==> config.mk <==
export PLATFORM = sky130hd
export DESIGN_NAME = pool_ctrl_flat
export DESIGN_NICKNAME = d
export VERILOG_FILES = /design/src/rtl/pool_ctrl_pkg.sv /design/src/rtl/pool_ctrl_if.sv /design/src/rtl/pool_max_unit.sv /design/src/rtl/pool_ctrl.sv /design/src/flat_wrapper.sv
export SDC_FILE = /design/constraint.sdc
export NUM_CORES = 1
export LEC_CHECK = 0
export BUFFER_PORTS_ARGS = -buffer_cell sky130_fd_sc_hd__buf_2
export CORE_MARGIN = 2
export CORE_UTILIZATION = 50
export CTS_CLUSTER_DIAMETER = 80
export DETAILED_ROUTE_END_ITERATION = 12
export PLACE_DENSITY = 0.85
export SYNTH_ARGS = -nofsm -noshare
export SYNTH_HDL_FRONTEND = slang
export SYNTH_SLANG_ARGS = --single-unit
==> constraint.sdc <==
create_clock -name clk -period 3.5 [get_ports clk]
set_clock_uncertainty 0.15 [all_clocks]
set_input_delay 1.05 -clock clk [delete_from_list [all_inputs] [get_ports clk]]
set_output_delay 1.05 -clock clk [all_outputs]
set_load 0.01 [all_outputs]
==> src/rtl/pool_ctrl_pkg.sv <==
// Shared constants for the 2x2 max-pool controller: bus widths, DRAM region map,
// one-hot state encoding and the packed feature-map address layout.
package pool_ctrl_pkg;

  localparam int unsigned DATA_WIDTH = 32;
  localparam int unsigned ADDR_WIDTH = 18;

  localparam logic [ADDR_WIDTH-1:0] PARAM_BASE = 18'd0;
  localparam logic [ADDR_WIDTH-1:0] WTS_BASE   = 18'd16384;
  localparam logic [ADDR_WIDTH-1:0] IFMAP_BASE = 18'd65536;
  localparam logic [ADDR_WIDTH-1:0] OFMAP_BASE = 18'd131072;
  localparam logic [ADDR_WIDTH-1:0] POOL_BASE  = 18'd196608;

  localparam int unsigned CHNL_W = 4;
  localparam int unsigned Y_W    = 5;
  localparam int unsigned X_W    = 5;

  localparam int unsigned IDX_IDLE = 0;
  localparam int unsigned IDX_RD   = 1;
  localparam int unsigned IDX_CMP  = 2;
  localparam int unsigned IDX_WR   = 3;
  localparam int unsigned IDX_DONE = 4;

  typedef enum logic [4:0] {
    StIdle = 5'b00001,
    StRd   = 5'b00010,
    StCmp  = 5'b00100,
    StWr   = 5'b01000,
    StDone = 5'b10000
  } state_e;

  // Word address inside a region: {4'd0, chnl, y, x}, fields already truncated.
  function automatic logic [ADDR_WIDTH-1:0] fmap_addr(input logic [ADDR_WIDTH-1:0] base,
                                                     input logic [CHNL_W-1:0]     chnl,
                                                     input logic [Y_W-1:0]        y,
                                                     input logic [X_W-1:0]        x);
    return base + {4'd0, chnl, y, x};
  endfunction

endpackage

==> src/rtl/pool_ctrl_if.sv <==
// DRAM port bundle of the pooling controller: one read channel (data returns one cycle
// after the address) and one write channel.
interface pool_ctrl_if;
  import pool_ctrl_pkg::*;

  logic [ADDR_WIDTH-1:0] addr_in;
  logic                  dram_en_rd;
  logic [DATA_WIDTH-1:0] data_in;
  logic [ADDR_WIDTH-1:0] addr_out;
  logic [DATA_WIDTH-1:0] data_out;
  logic                  dram_en_wr;

  modport master (
    output addr_in, dram_en_rd, addr_out, data_out, dram_en_wr,
    input  data_in
  );

  modport slave (
    input  addr_in, dram_en_rd, addr_out, data_out, dram_en_wr,
    output data_in
  );

endinterface

==> src/rtl/pool_max_unit.sv <==
// Running signed maximum over one 2x2 window. Define POOL_RELU_EN to clamp the
// first word of each window at zero (fused ReLU); timing is identical either way.
module pool_max_unit
  import pool_ctrl_pkg::*;
(
  input  logic                  clk,
  input  logic                  srst,
  input  logic                  rd_phase,
  input  logic                  cmp_phase,
  input  logic [1:0]            win,
  input  logic [DATA_WIDTH-1:0] data_in,
  output logic [DATA_WIDTH-1:0] acc
);

  logic [DATA_WIDTH-1:0] acc_q, acc_d, load_val;
  logic                  load, fold;

  always_comb begin
    // Read k returns during the cycle of read k+1, so word 0 lands while win==1.
    load = rd_phase && (win == 2'd1);
    fold = (rd_phase && win[1]) || cmp_phase;
`ifdef POOL_RELU_EN
    load_val = data_in[DATA_WIDTH-1] ? '0 : data_in;
`else
    load_val = data_in;
`endif
    acc_d = acc_q;
    if (load) begin
      acc_d = load_val;
    end else if (fold && ($signed(data_in) > $signed(acc_q))) begin
      acc_d = data_in;
    end
  end

  always_ff @(posedge clk) begin
    if (srst) begin
      acc_q <= '0;
    end else begin
      acc_q <= acc_d;
    end
  end

  assign acc = acc_q;

endmodule

==> src/rtl/pool_ctrl.sv <==
// 2x2 stride-2 signed max pooling from the OFMAP region into the POOL region, 6 cycles
// per output word. POOL_RELU_EN (see pool_max_unit) selects the fused-ReLU build.
module pool_ctrl
  import pool_ctrl_pkg::*;
(
  input  logic        clk,
  input  logic        srst,
  input  logic        enable,
  input  logic [4:0]  num_chnl,
  input  logic [5:0]  fmap_height,
  input  logic [5:0]  fmap_width,
  output logic        done,
  pool_ctrl_if.master dram
);

  state_e                state_q, state_d;
  logic [1:0]            win_q, win_d;
  logic [4:0]            px_q, px_d, py_q, py_d, chnl_q, chnl_d;
  logic [4:0]            n_chnl_q, n_chnl_d, out_h_q, out_h_d, out_w_q, out_w_d;
  logic [DATA_WIDTH-1:0] acc;

  always_ff @(posedge clk) begin
    if (srst) begin
      state_q  <= StIdle;
      win_q    <= '0;
      px_q     <= '0;
      py_q     <= '0;
      chnl_q   <= '0;
      n_chnl_q <= '0;
      out_h_q  <= '0;
      out_w_q  <= '0;
    end else begin
      state_q  <= state_d;
      win_q    <= win_d;
      px_q     <= px_d;
      py_q     <= py_d;
      chnl_q   <= chnl_d;
      n_chnl_q <= n_chnl_d;
      out_h_q  <= out_h_d;
      out_w_q  <= out_w_d;
    end
  end

  always_comb begin
    state_d  = state_q;
    win_d    = win_q;
    px_d     = px_q;
    py_d     = py_q;
    chnl_d   = chnl_q;
    n_chnl_d = n_chnl_q;
    out_h_d  = out_h_q;
    out_w_d  = out_w_q;
    unique case (state_q)
      StIdle: begin
        if (enable) begin
          n_chnl_d = num_chnl;
          out_h_d  = fmap_height[5:1];
          out_w_d  = fmap_width[5:1];
          win_d    = '0;
          px_d     = '0;
          py_d     = '0;
          chnl_d   = '0;
          if (num_chnl == 5'd0 || fmap_height < 6'd2 || fmap_width < 6'd2) begin
            state_d = StDone;
          end else begin
            state_d = StRd;
          end
        end
      end
      StRd: begin
        win_d = win_q + 2'd1;
        if (win_q == 2'd3) state_d = StCmp;
      end
      StCmp: state_d = StWr;
      StWr: begin
        state_d = StRd;
        if (px_q == out_w_q - 5'd1) begin
          px_d = '0;
          if (py_q == out_h_q - 5'd1) begin
            py_d = '0;
            if (chnl_q == n_chnl_q - 5'd1) begin
              chnl_d  = '0;
              state_d = StDone;
            end else begin
              chnl_d = chnl_q + 5'd1;
            end
          end else begin
            py_d = py_q + 5'd1;
          end
        end else begin
          px_d = px_q + 5'd1;
        end
      end
      StDone:  state_d = StIdle;
      default: state_d = StIdle;
    endcase
  end

  pool_max_unit u_max (
    .clk       (clk),
    .srst      (srst),
    .rd_phase  (state_q[IDX_RD]),
    .cmp_phase (state_q[IDX_CMP]),
    .win       (win_q),
    .data_in   (dram.data_in),
    .acc       (acc)
  );

  // Window row/col = 2*p + d; the low bit of win is dx, the high bit dy.
  always_comb begin
    dram.dram_en_rd = state_q[IDX_RD];
    dram.addr_in    = '0;
    if (state_q[IDX_RD]) begin
      dram.addr_in = fmap_addr(OFMAP_BASE, chnl_q[3:0], {py_q[3:0], win_q[1]},
                               {px_q[3:0], win_q[0]});
    end
    dram.dram_en_wr = state_q[IDX_WR];
    dram.addr_out   = '0;
    dram.data_out   = '0;
    if (state_q[IDX_WR]) begin
      dram.addr_out = fmap_addr(POOL_BASE, chnl_q[3:0], py_q, px_q);
      dram.data_out = acc;
    end
    done = state_q[IDX_DONE];
  end

endmodule

==> src/flat_wrapper.sv <==
// flat-port wrapper written by rule: the top's interface ports become plain ports
module pool_ctrl_flat import pool_ctrl_pkg::*;
  (clk, srst, enable, num_chnl, fmap_height, fmap_width, done, dram_addr_in, dram_dram_en_rd, dram_addr_out, dram_data_out, dram_dram_en_wr, dram_data_in);
  pool_ctrl_if dram_i ();
  input  logic clk;
  input  logic srst;
  input  logic enable;
  input  logic [4:0] num_chnl;
  input  logic [5:0] fmap_height;
  input  logic [5:0] fmap_width;
  output logic done;
  output wire logic [$bits(dram_i.addr_in)-1:0] dram_addr_in;
  output wire logic [$bits(dram_i.dram_en_rd)-1:0] dram_dram_en_rd;
  output wire logic [$bits(dram_i.addr_out)-1:0] dram_addr_out;
  output wire logic [$bits(dram_i.data_out)-1:0] dram_data_out;
  output wire logic [$bits(dram_i.dram_en_wr)-1:0] dram_dram_en_wr;
  input wire logic [$bits(dram_i.data_in)-1:0] dram_data_in;
  assign dram_addr_in = dram_i.addr_in;
  assign dram_dram_en_rd = dram_i.dram_en_rd;
  assign dram_addr_out = dram_i.addr_out;
  assign dram_data_out = dram_i.data_out;
  assign dram_dram_en_wr = dram_i.dram_en_wr;
  assign dram_i.data_in = dram_data_in;
  pool_ctrl u_core (.clk(clk), .srst(srst), .enable(enable), .num_chnl(num_chnl), .fmap_height(fmap_height), .fmap_width(fmap_width), .done(done), .dram(dram_i));
endmodule
**Word level (Yosys, flattened, before mapping)**

Cells that the tools add are included.

- $add $sub $neg: 9
- Order comparisons: 3
- Reduce and logical (&&, ||, !) cells: 16
- Multiplexer cells: 24
- Eq/ne operators: 13

Operator list:

| operator | count |
|---|---|
| 2-to-1 mux 32 bit | 3 |
| 2-to-1 mux 5 bit | 13 |
| 2-to-1 mux 18 bit | 2 |
| greater-than comparator 32 bit | 1 |
| case mux 5 bit (2 select lines) | 3 |
| case mux 5 bit (4 select lines) | 1 |
| adder 17 x 15 -> 18 bit, first input constant | 1 |
| adder 18 x 14 -> 18 bit, first input constant | 1 |
| adder 5 x 1 -> 5 bit, second input constant | 3 |
| equality test 5 bit | 3 |
| subtractor 5 x 1 -> 5 bit, second input constant | 3 |
| less-than comparator 6 x 2 -> 1 bit, second input constant | 2 |
| AND reduction 2 bit | 4 |
| != test 2 x 1 -> 1 bit, second input constant | 3 |
| nonzero test 2 bit | 3 |
| equality test 5 x 1 -> 1 bit, second input constant | 1 |
| equality test 5 x 2 -> 1 bit, second input constant | 1 |
| equality test 5 x 3 -> 1 bit, second input constant | 1 |
| equality test 5 x 4 -> 1 bit, second input constant | 1 |
| logical NOT 5 bit | 1 |
| case mux 2 bit (2 select lines) | 1 |
| AND reduction 4 bit | 1 |
| logical AND 1 bit | 3 |
| logical OR 1 bit | 3 |
| 6 further kinds | 6 |

- Word-level logic and storage cells: 74
- Output and inout bits: 71
- Input bits: 52
- Flip-flop bits (word level): 69

**Depth between registers and ports, before layout**

Gate-level depths: netlist of the first run.

- Depth after elaboration: 6
- Depth in mapped cells: 11
- Mapped depth without buffers: 9

**By module**

From an unflattened synthesis of the first run, not the netlist that was laid out.

- Cell total of the unflattened synthesis: 576
- Area, all modules: 4787.1 µm²

Modules (own cells, without submodules):

| module | seq. area each (µm²) | instances | area an instance (µm²) | cells each |
|---|---|---|---|---|
| pool_ctrl | 740.7 | 1 | 2543.7 | 308 |
| pool_max_unit | 640.6 | 1 | 2243.4 | 268 |

**Least setup slack after synthesis of the first run**

OpenSTA, ideal clock, no wires.

- Path kind: input -> register
- Start point: input dram_data_in[31]
- End point: register u_core.u_max.acc_q[10], in the netlist u_core.u_max.acc[10]
- Required time: 3218 ps
- Data arrival time: 2970 ps
- Setup time: 132 ps
- Buffers on the path: 2
- Stages: 9
- Setup slack: 247 ps
- Cells stage by stage: ha_1 -> nand4_2 -> nor4_4 -> a31oi_1 -> a32o_2 -> buf_2 -> buf_1 -> o31ai_1 -> a21oi_1

- Longest elaborated chain between the ends: 3

Ends and longest elaborated chain:

| what | RTL line | text |
|---|---|---|
| start: declaration | flat_wrapper.sv:17 | `input wire logic [$bits(dram_i.data_in)-1:0] dram_data_in;` |
| greater-than comparator 32 bit | pool_max_unit.sv:30 | `end else if (fold && ($signed(data_in) > $signed(acc_q))) begin` |
| logical AND 1 bit | pool_max_unit.sv:30 |  |
| nonzero test 2 bit (no source line) | n/a |  |
| end signal: assignment | pool_max_unit.sv:37 | `acc_q <= '0;` |
| end signal: assignment | pool_max_unit.sv:39 | `acc_q <= acc_d;` |
| end: declaration | pool_max_unit.sv:15 | `logic [DATA_WIDTH-1:0] acc_q, acc_d, load_val;` |

No other way between the ends.
A chain may end at the register's enable or synchronous reset.

**Worst setup path in the final report of the first run**

- Start point: input dram_data_in[1]
- End point: register u_core.u_max.acc_q[13], in the netlist u_core.u_max.acc[13]

The elaborated chain is that of the path after synthesis.

==> results of run 1 <==
## synth_stat cells, drive strengths merged (2+ instances only)
cell / count
nand3: 10
nor4: 2
or2: 2
ha: 40
nor2: 26
o311ai: 2
a211o: 3
o31ai: 35
nand3b: 5
nor3: 14
xnor2: 9
nand2: 43
inv: 41
clkbuf: 23
xor2: 15
nor3b: 2
nand4: 11
a31oi: 6
a21o: 2
o21a: 5
buf: 22
o21ai: 10
dfxtp: 69
or4: 34
a21oi: 66
nand2b: 2
a21boi: 2
o2111ai: 2
and2: 65
nor4b: 3
## worst paths after layout
check                           cells after the start           startpoint                    to  slack [ns]
worst min register to register                      2    u_core.out_w_q[4]     u_core.out_w_q[4]        0.33
worst min-delay path                                2    u_core.out_w_q[4]     u_core.out_w_q[4]        0.33
worst max-delay path                               11      dram_data_in[1]  u_core.u_max.acc[13]        0.23
worst max register to register                     11  u_core.u_max.acc[1]  u_core.u_max.acc[13]        0.67
## layout make-up
class	count	area, um^2	share of cell area [%]
clock buffers	11	151	2.71
inverters	41	154	2.76
clock inverters	5	58.8	1.05
well taps	111	139	2.49
multi-input cells	433	2920	52.3
repair buffers	132	778	13.9
flip-flops and latches	69	1380	24.8
## worst max-delay path: cells and delay by family
| kind | cells | cell delay [ns] |
|---|---|---|
| buffers and inverters | 3 | 0.50 |
| and+or+nand+nor | 2 | 0.63 |
| AOI/OAI and AO/OA | 5 | 0.87 |
| adders and majority gates | 1 | 0.30 |
## metrics by stage
step | total power [mW] | setup TNS (ns) | setup slack (ns) | instances | hold slack (ns)
global route | 2.23 | 0 | 0.130 | 802 | 0.352
global placement | 1.39 | 0 | 0.0344 | 786 | 0.307
detailed placement | 1.43 | -0.315 | -0.0451 | 786 | 0.318
finish | 2.10 | 0 | 0.229 | 802 | 0.327
CTS | 2.11 | 0 | 0.285 | 802 | 0.329
floorplan | 1.28 | 0 | 0.247 | 588 | 0.299
## flip-flops by register name, indices dropped and copies added, names as in the netlist, 5 cells and up
name and cells:
u_core.out_h_q 5, u_core.n_chnl_q 5, u_core.px_q 5, u_core.u_max.acc 32, u_core.state_q 5, u_core.py_q 5
u_core.chnl_q 5, u_core.out_w_q 5
## logic make-up (layout without fill, tap and decap cells)
group           after synthesis  count (layout)  synth area share [%]
compound gates              139             139                  18.7
xor+xnor                     24              24                  4.53
fa+ha+maj                    40              40                  10.8
buf+inv                      86             189                  7.98
flops                        69              69                  29.8
mux                           1               1                 0.216
other cells                   1               5                0.0808
simple gates                224             224                  27.9
## metal layers
metal  vias up  global-route usage, %  share of wire (%)
li1       2262                      -                  -
met4         0                   8.85                1.6
met3        22                   4.87                6.0
met1      2169                   28.3                 40
met2       166                   44.0                 52
met5         -                      0                  0
## power groups by stage
stage,sequential (mW),combinational (mW),clock [mW]
global placement,0.927,0.466,0
CTS,0.914,0.495,0.703
finish,0.915,0.494,0.689
global route,0.927,0.558,0.744
detailed placement,0.933,0.492,0
floorplan,0.901,0.380,0
==> summary.md, run 1 <==
| Metric | Value |
|---|---|
| Root Driver | clkbuf_8 |
| Via Count | 4619 |
| GRT Overall Usage | 24.3% |
| Final Critical Period | 3.27 ns |
| First-pass GRT wire length | 20100 um |
| CTS tree | done |
| Cell mode on critical path | a21oi_1 |
| Cell area after synthesis | 4640 um^2 |
| Post-DP Area | 5370 um^2 |
| Final Max Tran Viols | 0 |
| DRC | 0 |
| Core Util, Final | 61.3% |
| # Post-CTS Setup Buffers | 0 |
| Die area | 10100 um^2 |
| Congestion Overflow GR | 0 |
| Endpoint type of the worst setup path | flip-flop |
| Cell taking the most area after synthesis | dfxtp_1 |
| Synth top area cells | dfxtp_1 (30%), ha_1 (11%), and2_1 (8.8%) |
| Crit-path max FO | 48 |
| Cell Chain, Critical Path | buf_2 -> ha_1 -> nor2b_1 -> o211ai_1 -> a21oi_1 -> o311ai_0 -> buf_4 -> a21oi_4 -> buf_12 -> or4_1 -> a21oi_1 |
| I/O Pins | 123 |
| P_int | 1.42 mW |
| Longest Clk Path Bufs | 2 |
| Synthesis-to-finish area growth | 20.2% |
| Nets | 778 |
| Fill count | 815 |
| Post-cts resize count | 0 |
| Final Hold Viols | 0 |
| PwrDens | 376 nW/um^2 |
| H-tree Lvls | 3 |
| Yosys cell types | 51 |
| Unrepaired setup endpoints after global routing | no |
| Antenna-violating nets left | 0 |
| Hold Crit Class | flip-flop to flip-flop |
| Peak VDD IR | 0.183 mV |
| Post-synth top flop | dfxtp_1 |
| Lkg Pwr | 2.46 nW |
| FF+latch count, synth | 69 |
| Routability Congestion | 0.899 |
| Switching Fraction | 32.4% |
| Die width | 100 um |
| Initial core utilization | 50.9% |
| Reg clk slew, reported paths | 0.08 ns |
| Req. time, crit path | 3.60 ns |
| Most common library cell in the layout ignoring fill and taps | buf_2 |
| Avg Cell Area, Syn | 7.95 um^2 |
| Worst-margin pin slew | 0.748 ns |
| Ratio of cells with drive above 1 in the final layout | 22.7% |
| Setup crit start kind | primary input |
| Detailed Routing Iterations Pass 1 | 4 |
| Synth warn | 0 |
| Setup violators final | 0 |
| Routed wire per std cell | 15.0 um |
| Post-route cell area | 5580 um^2 |
| EDFF count, synth | 0 |
| Largest net degree at the start of global routing | 49 |
| Arrival @ worst endpoint | 3.37 ns |
| Chip height | 100 um |
| Rows | 35 |
| Starting DRC count in detailed routing | 201 |
| Maxcap violations | 0 |
| Core area | 9110 um^2 |
| Ys async rst share | 0% |
| Port Buffers | 115 |
| Setup CP Type | primary input to flip-flop |
| Ant. Diodes | 0 |
| Combinational share of power | 23.5% |
| CTS Hold Buffers Added | 0 |
| DP Wirelength | 8840 um |
| Slowest Stage Delay on Critical Path | 0.50 ns |
| Register area share after synthesis | 29.8% |
| Achievable Freq | 0.306 GHz |
| Seq pwr share | 43.6% |
| Vias in the first global route | 4476 |
| Clock Latency Late Sink | 0.34 ns |
| CTS buffer count | 9 |
| Post-Syn Instances | 584 |
| Status | finished, final reports clean |
| Sink Count | 69 |
| Synth top area share | 29.8% |
| Commonest non-fill, non-tap cells in the layout | buf_2 (115), dfxtp_1 (69), and2_1 (65), a21oi_1 (65), nand2_1 (43) |
| Detailed Route WL | 12000 um |
| Period utilisation layout | 93.5% |
| Post-DR vias/cell | 5.76 |
| Sw Pwr | 0.680 mW |
| Slowest CP cell | or4_1 |
| Slew HR | 50.1% |
| Clock share of power | 32.9% |
| Initial antenna violation count | 0 |
Power figures use the tool's default switching activity.
==> run 2, diff against run 1 <==
Settings changed: CELL_PAD_IN_SITES_DETAIL_PLACEMENT set to 2, CELL_PAD_IN_SITES_GLOBAL_PLACEMENT set to 2, CORE_UTILIZATION 50 to 30, PLACE_DENSITY 0.85 to 0.89.
==> summary.md, run 2 (synthesized netlist as in run 1, its figures left out) <==
| Metric | Value |
|---|---|
| Status | finished, final reports clean |
| Arrival @ worst endpoint | 3.47 ns (+0.10 ns) |
| Lkg Pwr | 2.55 nW (+3.7%) |
| Cells after DPL | 870 (+11%) |
| Final Hold Viols | 0 (unchanged) |
| First-pass GRT wire length | 27100 um (+35%) |
| Setup crit start kind | primary input |
| Via Count | 4714 (+2.1%) |
| Slowest Stage Delay on Critical Path | 0.44 ns (-0.06 ns) |
| Final Max Tran Viols | 0 (unchanged) |
| Port Buffers | 115 (unchanged) |
| Initial antenna violation count | 1 (+1) |
| Crit path max-delay family | simple AND/OR/NAND/NOR gates |
| Slowest CP cell | or4_1 |
| Ant. Diodes | 0 (unchanged) |
| PwrDens | 420 nW/um^2 (+12%) |
| GRT Overall Usage | 20.6% (-3.7 points) |
| I/O Pins | 123 (unchanged) |
| Period utilisation layout | 96.0% (+2.5 points) |
| DP Wirelength | 12000 um (+36%) |
| Largest net degree at the start of global routing | 39 (-20%) |
| DRC | 0 (unchanged) |
| H-tree Lvls | 3 (unchanged) |
| CTS buffer count | 9 (unchanged) |
| Maxcap violations | 0 (unchanged) |
| Core Util, Final | 38.5% (-23 points) |
| Chip height | 128 um (+28%) |
| Post-cts resize count | 0 (unchanged) |
| Detailed Routing Iterations Pass 1 | 4 (unchanged) |
| Storage cell area | 1380 um^2 (unchanged) |
| Nets | 785 (+0.90%) |
| Metal-1 WL | 6680 um (+38%) |
| CTS Hold Buffers Added | 0 (unchanged) |
| Routability Congestion | 0.801 (-11%) |
| Synthesis-to-finish area growth | 25.7% |
| Cell Chain, Critical Path | buf_2 -> ha_1 -> nand4_1 -> nor4_4 -> a31oi_1 -> a32o_2 -> buf_12 -> or4_1 -> a21oi_1 |
| DR top layer | met4 |
| Multi-input gate area | 2920 um^2 (unchanged) |
| CP Buf/Inv Count | 2 (-1) |
| Max reg flops | 32 (unchanged) |
| Hold Crit Class | flip-flop to flip-flop |
| Metal2 WL | 8650 um (+38%) |
| Final worst slack | 0.139 ns (-0.0892 ns) |
| Clock Latency Late Sink | 0.35 ns (about the same) |
| Final Critical Period | 3.36 ns (+0.0892 ns) |
| Vias in the first global route | 5321 (+19%) |
| Starting DRC count in detailed routing | 143 (-29%) |
| Reg clk slew, reported paths | 0.06 ns (-0.02 ns) |
| Core area | 15100 um^2 (+66%) |
| Post-DR vias/cell | 5.32 (-7.6%) |
| Setup violators final | 0 (unchanged) |
| Layout Cells excl Fill | 886 (+10%) |
| Req. time, crit path | 3.61 ns (about the same) |
| Longest Clk Path Bufs | 2 (unchanged) |
| CTS tree | done |
| # Post-CTS Setup Buffers | 0 (unchanged) |
| Sink Count | 69 (unchanged) |
| Routed wire per std cell | 18.6 um (+24%) |
| Root Driver | clkbuf_16 |
| Initial core utilization | 30.6% (-20 points) |
| Endpoint type of the worst setup path | flip-flop |
| Ratio of cells with drive above 1 in the final layout | 23.4% (+0.63 points) |
| Setup CP Type | primary input to flip-flop |
| Place WS | -0.190 ns (-0.145 ns) |
| Most common library cell in the layout ignoring fill and taps | buf_2 |
| Fill count | 1754 (+120%) |
| Crit-path max FO | 32 (-33%) |
| Rows | 45 (+29%) |
| Congestion Overflow GR | 0 (unchanged) |
| Unrepaired setup endpoints after global routing | no |
| Antenna-violating nets left | 0 (unchanged) |
| Met3 WL post-DR | 756 um (+4.6%) |
| Die width | 128 um (+28%) |
| Achievable Freq | 0.298 GHz (-2.7%) |
| Commonest non-fill, non-tap cells in the layout | buf_2 (115), dfxtp_1 (69), and2_1 (65), a21oi_1 (65), nand2_1 (43) |
| Detailed Route WL | 16500 um (+37%) |
| Peak VDD IR | 0.183 mV (-0.48%) |
| Die area | 16500 um^2 (+64%) |
| Slew HR | 43.1% (-7.0 points) |
| Worst-margin pin slew | 0.853 ns (+0.105 ns) |
==> run 2: changes by cell type in the layout (fill, tap and decap cells not counted), moves of 2 or more <==
| cell | change |
|---|---|
| clkbuf_16 | +9 |
| buf_4 | +7 |
| clkbuf_8 | -11 |
| clkinvlp_4 | -2 |
==> run 2: tightest hold or removal path: cells and delay by family (launching register included) <==
kind	cells	cell delay [ns]
compound gates	1	0.06
flops	1	0.32
simple gates	1	0.06
==> run 2: final cells by class <==
class	instances	share of cell area (%)
multi-input cells	433	50.0
clock buffers	10	3.92
clock inverters	6	1.50
inverters	41	2.64
well taps	188	4.03
flip-flops and latches	69	23.7
repair buffers	139	14.2
==> run 2: power breakdown <==
group | switching [mW] | internal, mW | total [mW]
logic | 0.313 | 0.213 | 0.526
clock network | 0.379 | 0.624 | 1.00
registers | 0.0827 | 0.839 | 0.921
==> run 2: metal layers <==
layer / track usage, % / vias up
met5: 0 / -
met1: 22.5 / 2302
met3: 4.78 / 27
li1: - / 2278
met2: 38.8 / 107
met4: 7.24 / 0
==> run 2: worst paths after layout <==
path,slack (ns),start,endpoint,depth (start not counted)
hold reg to reg,0.33,u_core.out_h_q[4],u_core.out_h_q[4],2
setup / recovery,0.14,dram_data_in[25],u_core.u_max.acc[24],9
hold / removal,0.33,u_core.out_h_q[4],u_core.out_h_q[4],2
setup reg to reg,0.55,u_core.u_max.acc[25],u_core.u_max.acc[24],9
==> run 2: per-stage QoR <==
step	instance area, um^2	TNS (ns)	power, mW	hold slack (ns)
2_1_floorplan	4660	0	1.28	0.299
3_3_place_gp	5520	-1.44	1.41	0.311
3_5_place_dp	5520	-4.16	1.46	0.324
4_1_cts	5840	0	2.49	0.332
5_1_grt	5840	0	2.58	0.354
6_report	5840	0	2.45	0.331
